### src/rtl/counter_bank.sv
// Bank of CH independent prescaled event counters with wrap/saturate modes,
// sticky per-channel overflow and a registered single-channel read port.
module counter_bank #(
  parameter  int CH      = 4,
  parameter  int WIDTH   = 64,
  parameter  int PW      = 8,
  parameter  int DEF_DIV = 1,
  localparam int CW      = (CH > 1) ? $clog2(CH) : 1
) (
  input  logic                  Clk,
  input  logic                  Reset_n,
  input  logic                  En,
  input  logic [CW-1:0]         Sel,
  input  logic                  Clr,
  input  logic                  Cfg_we,
  input  logic [PW-1:0]         Cfg_div,
  input  logic                  Cfg_sat,
  input  logic [CW-1:0]         Rd_sel,
  output logic [WIDTH-1:0]      Rd_count,
  output logic                  Rd_ovf,
  output logic [CH*WIDTH-1:0]   Count_all,
  output logic [CH-1:0]         Ovf
);

  logic [WIDTH-1:0] count_r [CH];
  logic [PW-1:0]    pre_r   [CH];
  logic [PW-1:0]    div_r   [CH];
  logic [CH-1:0]    sat_r;
  logic [CH-1:0]    ovf_r;

  logic [CH-1:0]    sel_hit_s;
  logic [PW-1:0]    last_pre_s [CH];
  logic [WIDTH-1:0] rd_count_s;
  logic             rd_ovf_s;

  // Channel decode and terminal prescale value (a divisor of 0 behaves as 1).
  always_comb begin
    sel_hit_s = '0;
    for (int i = 0; i < CH; i++) begin
      sel_hit_s[i] = (Sel == CW'(i));
      if (div_r[i] == {PW{1'b0}}) begin
        last_pre_s[i] = {PW{1'b0}};
      end else begin
        last_pre_s[i] = div_r[i] - {{(PW-1){1'b0}}, 1'b1};
      end
    end
  end

  // Read-port mux; an out-of-range Rd_sel matches no channel and yields zero.
  always_comb begin
    rd_count_s = {WIDTH{1'b0}};
    rd_ovf_s   = 1'b0;
    for (int i = 0; i < CH; i++) begin
      if (Rd_sel == CW'(i)) begin
        rd_count_s = count_r[i];
        rd_ovf_s   = ovf_r[i];
      end else begin
        rd_count_s = rd_count_s;
        rd_ovf_s   = rd_ovf_s;
      end
    end
  end

  // Per-channel state update with priority Clr > Cfg_we > En.
  always_ff @(posedge Clk or negedge Reset_n) begin
    if (!Reset_n) begin
      for (int i = 0; i < CH; i++) begin
        count_r[i] <= {WIDTH{1'b0}};
        pre_r[i]   <= {PW{1'b0}};
        div_r[i]   <= PW'(DEF_DIV);
      end
      sat_r <= {CH{1'b0}};
      ovf_r <= {CH{1'b0}};
    end else begin
      for (int i = 0; i < CH; i++) begin
        if (sel_hit_s[i] && Clr) begin
          count_r[i] <= {WIDTH{1'b0}};
          pre_r[i]   <= {PW{1'b0}};
          ovf_r[i]   <= 1'b0;
        end else if (sel_hit_s[i] && Cfg_we) begin
          div_r[i] <= Cfg_div;
          sat_r[i] <= Cfg_sat;
          pre_r[i] <= {PW{1'b0}};
        end else if (sel_hit_s[i] && En) begin
          if (pre_r[i] == last_pre_s[i]) begin
            pre_r[i] <= {PW{1'b0}};
            if (count_r[i] == {WIDTH{1'b1}}) begin
              ovf_r[i] <= 1'b1;
              if (!sat_r[i]) begin
                count_r[i] <= {WIDTH{1'b0}};
              end
            end else begin
              count_r[i] <= count_r[i] + {{(WIDTH-1){1'b0}}, 1'b1};
            end
          end else begin
            pre_r[i] <= pre_r[i] + {{(PW-1){1'b0}}, 1'b1};
          end
        end
      end
    end
  end

  // Registered read port: captures the selected channel as held before the edge.
  always_ff @(posedge Clk or negedge Reset_n) begin
    if (!Reset_n) begin
      Rd_count <= {WIDTH{1'b0}};
      Rd_ovf   <= 1'b0;
    end else begin
      Rd_count <= rd_count_s;
      Rd_ovf   <= rd_ovf_s;
    end
  end

  for (genvar g = 0; g < CH; g++) begin : g_out
    assign Count_all[g*WIDTH +: WIDTH] = count_r[g];
  end
  assign Ovf = ovf_r;

endmodule

### config.mk
export PLATFORM = sky130hd
export DESIGN_NAME = counter_bank
export DESIGN_NICKNAME = d
export VERILOG_FILES = /design/src/rtl/counter_bank.sv
export SDC_FILE = /design/constraint.sdc
export NUM_CORES = 1
export LEC_CHECK = 0
export ABC_AREA = 0
export BUFFER_PORTS_ARGS = -buffer_cell sky130_fd_sc_hd__buf_2
export CAP_MARGIN = 40
export CORE_MARGIN = 2
export CORE_UTILIZATION = 50
export CTS_CLUSTER_SIZE = 30
export DETAILED_ROUTE_END_ITERATION = 6
export PLACE_DENSITY = 0.84
export SYNTH_ARGS = -nofsm -noshare
export SYNTH_HDL_FRONTEND = slang
export SYNTH_SLANG_ARGS = --single-unit
### constraint.sdc
create_clock -name Clk -period 3.25 [get_ports Clk]
set_input_delay 0 -clock Clk [delete_from_list [all_inputs] [get_ports Clk]]
set_output_delay 0 -clock Clk [all_outputs]
set_load 0.01 [all_outputs]
* After elaboration in Yosys (flattened, before gate mapping)
Index checks and enable logic that the tools add are counted.
** Storage, ports and cells
- Input bits :: 18
- Register bits :: 393
- Output and inout bits :: 325
- Logic and storage cells :: 178
** Cells by class
- Reductions and logical operators :: 46
- Equality and inequality tests :: 22
- Bitwise logic cells :: 4
- Multiplexer cells :: 72
- Add/subtract/negate cells :: 12
** Operators by type and width (number)
- 2-to-1 mux 64 bit :: 28
- adder 64 x 1 -> 64 bit (second input constant) :: 4
- == test 64 bit (second input constant) :: 4
- 2-to-1 mux 8 bit :: 20
- adder 8 x 1 -> 8 bit (second input constant) :: 4
- == test 8 bit :: 4
- logical NOT 8 bit :: 4
- AND reduction 4 bit :: 8
- subtractor 8 x 1 -> 8 bit (second input constant) :: 4
- 2-to-1 mux 1 bit :: 24
- nonzero test 2 bit :: 12
- logical AND 1 bit :: 12
- != test 3 bit (second input constant) :: 4
- nonzero test 3 bit :: 4
- == test 2 bit (second input constant) :: 4
- != test 2 bit (second input constant) :: 4
- AND reduction 2 bit :: 4
- == test 2 x 1 -> 1 bit (second input constant) :: 2
- logical NOT 2 bit :: 2
- inverter 1 bit :: 4

* Longest topological paths before layout
- Depth after elaboration :: 7
- Gate-level depth with buffers :: 14

* Worst setup path before layout
Ideal clock, no wire load.
- Kind :: register to register
- Start point :: register div_r[8] in the netlist's numbering
- End point :: register count_r (netlist bit Count_all[175])
- Data arrival time :: 3235 ps
- Path slack :: -80 ps
- Cell stages (with the launch flop) :: 12
- Library setup time :: 95 ps
- Required time :: 3155 ps
- Clock period less this slack :: 3330 ps
- Path buffers :: 1
- Path through :: dfstp_2 -> inv_1 -> ha_1 -> nor4b_1 -> and2_1 -> or4_1 -> a22oi_1 -> nand4_1 -> or4_1 -> clkbuf_1 -> or4_1 -> o31ai_1
** On the way
- Word-level cells in the longest chain between the ends :: 5
- Elaborated cells between the ends (all ways) :: 6
- Those cells by class :: 1 x add/sub; 1 x eq/ne; 1 x mux; 3 x reduce/logical
** Ends and longest elaborated chain
- from (decl) :: RTL line 27 : logic [PW-1:0] div_r [CH];
- from (signal, indexed assignment) :: RTL line 70 : div_r[i] <= PW'(DEF_DIV);
- from (signal, indexed assignment) :: RTL line 81 : div_r[i] <= Cfg_div;
- subtractor 8 x 1 -> 8 bit / logical NOT 8 bit (equally long branches) :: RTL line 44, 41
- 2-to-1 mux 8 bit (*) :: RTL line 41 : if (div_r[i] == {PW{1'b0}}) begin
- == test 8 bit (*) :: RTL line 85 : if (pre_r[i] == last_pre_s[i]) begin
- nonzero test 2 bit (no line) (*)
- AND reduction 4 bit (no line) (*)
- to (signal, indexed assignment) :: RTL line 77 : count_r[i] <= {WIDTH{1'b0}};
- to (signal, indexed assignment) :: RTL line 90 : count_r[i] <= {WIDTH{1'b0}};
- to (signal, indexed assignment) :: RTL line 93 : count_r[i] <= count_r[i] + {{(WIDTH-1){1'b0}}, 1'b1};
- to (decl) :: RTL line 25 : logic [WIDTH-1:0] count_r [CH];
Every way passes the cells marked *; elsewhere a longest branch is shown, timed or not.
A chain may end at the register's enable or synchronous reset.

* Worst setup path in the final report
Ends and elaborated chain as after synthesis.

==> results.sh <==
export IMPL_outcome="finished with violations"
export IMPL_violations="DRC, setup timing"
export IMPL_rrSetupSlack_ns=-0.05
export IMPL_syn_instance_count=2386
export IMPL_arrival_ns=3.79
export IMPL_grt_max_degree=101
export IMPL_via_count=24123
export IMPL_yosysTopAreaCell="dfrtp_1"
export IMPL_start_util_pct=50.6
export IMPL_worstSetupStartpointType="flip-flop"
export IMPL_pin_count=343
export IMPL_crit_start="div_r[8]"
export IMPL_yosys_warnings=0
export IMPL_yosys_most_used_dff="dfrtp_1"
export IMPL_cts_buffers_inserted=45
export IMPL_total_power_mw=12.9
export IMPL_finish_net_count=2942
export IMPL_synth_edf_count=0
export IMPL_min_period_over_period_pct=102
export IMPL_crit_path_end_kind="flip-flop"
export IMPL_wl_met2_mm=41.2
export IMPL_dpl_instance_area_um2=26300
export IMPL_drt_pass1_iterations=7
export IMPL_ys_async_sr_fraction_pct=100
export IMPL_dieWidth_um=216
export IMPL_setup_violations=4
export IMPL_yosysMostFrequentCell="dfrtp_1"
export IMPL_leakagePower_nw=12.8
export IMPL_syn_nets=2416
export IMPL_htree_levels=2
export IMPL_r2r_start="div_r[8]"
export IMPL_ys_ff_latch=393
export IMPL_dp_hpwl_mm=66.8
export IMPL_hp_class="in -> async"
export IMPL_critPathMaxFanout=3
export IMPL_via_per_inst=6.80
export IMPL_cts_root_buf="clkbuf_16"
export IMPL_drt_first_iter_violations=3162
export IMPL_grt_overflow_total=0
export IMPL_drcViolationCount=8
export IMPL_slew_headroom_pct=43.5
export IMPL_cts_buffer_depth=3
export IMPL_ys_top_cells_by_area="dfrtp_1, mux4_2, o21ai_0"
export IMPL_syn_cell_area_um2=22400
export IMPL_hold_viol_final=0
export IMPL_tightest_slew_ns=0.847
export IMPL_grt_first_pass_wirelength_mm=137
export IMPL_worstReg2RegEnd="Count_all[175]"
export IMPL_maxCapViolCount=0
export IMPL_wl_met3_mm=12.4
export IMPL_grt_setup_unrepaired="true"
export IMPL_cts_tree="built"
export IMPL_dieArea_um2=46400
export IMPL_routed_wl_mm=93.5
export IMPL_antenna_left=0
export IMPL_skew_ns=0.0206
export IMPL_cp_data_required_time_ns=3.74
export IMPL_final_area_um2=28800
export IMPL_routed_top_layer="met5"
export IMPL_portBuffers=342
export IMPL_syn_to_final_growth_pct=28.5
export IMPL_synth_top_cell_area_share_pct=43.5
export IMPL_irDropWorstVdd_mv=0.350
export IMPL_gp_congestion=1.06
export IMPL_seq_area_frac_synth_pct=44.0
export IMPL_layout_drive_gt1_share_pct=29.7
export IMPL_clk_latency_ns=0.59
export IMPL_antenna_found_initial=9
export IMPL_cp_endpoint="Count_all[175]"
export IMPL_layout_setup_ws_ns=-0.0506
export IMPL_min_period_ns=3.30
export IMPL_core_area_um2=44200
export IMPL_synth_common_cells="dfrtp_1, o21ai_0, nand2_1, nor2_1, a21oi_1"
export IMPL_syn_avg_cell_area_um2=9.38
export IMPL_grtUsageTotal_pct=38.5
export IMPL_placementRows=77
export IMPL_powerDensity_nw_per_um2=450
export IMPL_slew_viol_final=0
export IMPL_rr_worst_depth=10
export IMPL_max_freq_mhz=303
export IMPL_wl_per_cell_um=26.3
export IMPL_criticalPathCategory="reg -> reg"
export IMPL_synthDistinctLibCells=77
export IMPL_wirelength_met1_mm=33.7
export IMPL_grt_pass1_vias=22690
export IMPL_clock_sinks=393
export IMPL_die_y_um=216
export IMPL_path_clk_slew_ns=0.06
==> power by group <==
part | internal, mW | switching (mW)
Sequential | 5.10 | 0.296
Combinational | 0.844 | 1.08
Clock | 3.43 | 2.18
Total | 9.37 | 3.56
==> placed cells by master, fill, tap and decap left out, types with 65 or more instances in the layout <==
master	synthesis	layout
dfrtp_1	389	388
buf_2	15	340
buf_4	5	236
o21ai_0	268	218
nand2_1	184	184
nor2_1	151	148
a21oi_1	138	136
nand3_1	131	131
o31ai_1	117	113
and3_1	75	74
mux4_2	65	65
==> worst min path at each step <==
stage,start,end,depth (start not counted)
after CTS,En,pre_r[24],3
final,Reset_n,Count_all[8],2
after floorplan,Reset_n,Count_all[0],0
after global routing,En,pre_r[24],3
after global placement,Reset_n,Count_all[16],1
after detailed placement,Reset_n,Count_all[8],1
==> logic make-up after synthesis <==
group	after synthesis	synth area share (%)
and+or+nand+nor	951	23.0
muxes	100	8.27
DFF	393	44.0
xor gates and xnor gates	45	1.76
buffers and inverters	191	3.41
adders and majority gates	12	0.671
AOI/OAI and AO/OA	694	18.9
==> state kept, by name (all words and copies together) (netlist names) <==
| name | flops |
|---|---|
| div_r | 32 |
| Count_all | 256 |
| Rd_count | 64 |
| pre_r | 32 |
| Ovf | 4 |
| sat_r | 4 |
| Rd_ovf | 1 |
==> layout make-up <==
| cell class | instances | area (µm²) |
|---|---|---|
| flip-flops and latches | 393 | 9840 |
| fillers | 3430 | 15500 |
| repair buffers | 619 | 4160 |
| diodes | 8 | 20.0 |
| inverters | 50 | 188 |
| well taps | 592 | 741 |
| clock inverters | 19 | 278 |
| clock buffers | 65 | 1340 |
| multi-input cells | 1803 | 12200 |
==> routing by layer <==
metal	track usage, %	vias up
met5	0	-
met4	19.8	6
met3	11.3	449
met2	57.5	1822
met1	51.1	11735
li1	-	10111
==> through the flow <==
| stage | utilization, % | worst slack [ns] | hold WS [ns] | setup TNS [ns] | std cells |
|---|---|---|---|---|---|
| finish | 65.0 | -0.0506 | 0.0524 | -0.104 | 3549 |
| global route | 65.0 | -0.157 | 0.0674 | -3.91 | 3542 |
| CTS | 63.7 | 0.00702 | 0.0327 | 0 | 3526 |
| detailed placement | 59.5 | -0.215 | 0.107 | -6.02 | 3425 |
| global placement | 59.5 | -0.133 | 0.107 | -0.944 | 3424 |
| floorplan | - | 0.00360 | -0.296 | 0 | 2386 |
==> critical path, cell delays in order, from the launching register on <==
cell	delay, ns
dfstp_2	0.54
inv_2	0.05
ha_4	0.16
nor4b_4	0.13
and2_4	0.15
or4_4	0.41
a22oi_2	0.19
nand4_1	0.20
or4_4	0.61
or4_4	0.57
o31ai_2	0.22
==> repair_timing <==
item	4_1_cts	5_1_grt
gates resized for setup	16	121
endpoints found under the setup margin	149	234
gates cloned	0	9
setup buffers	2	6
endpoints found under the hold margin	151	0
pin swaps	5	20
hold buffers	15	0
Power figures use the tool's default switching activity.
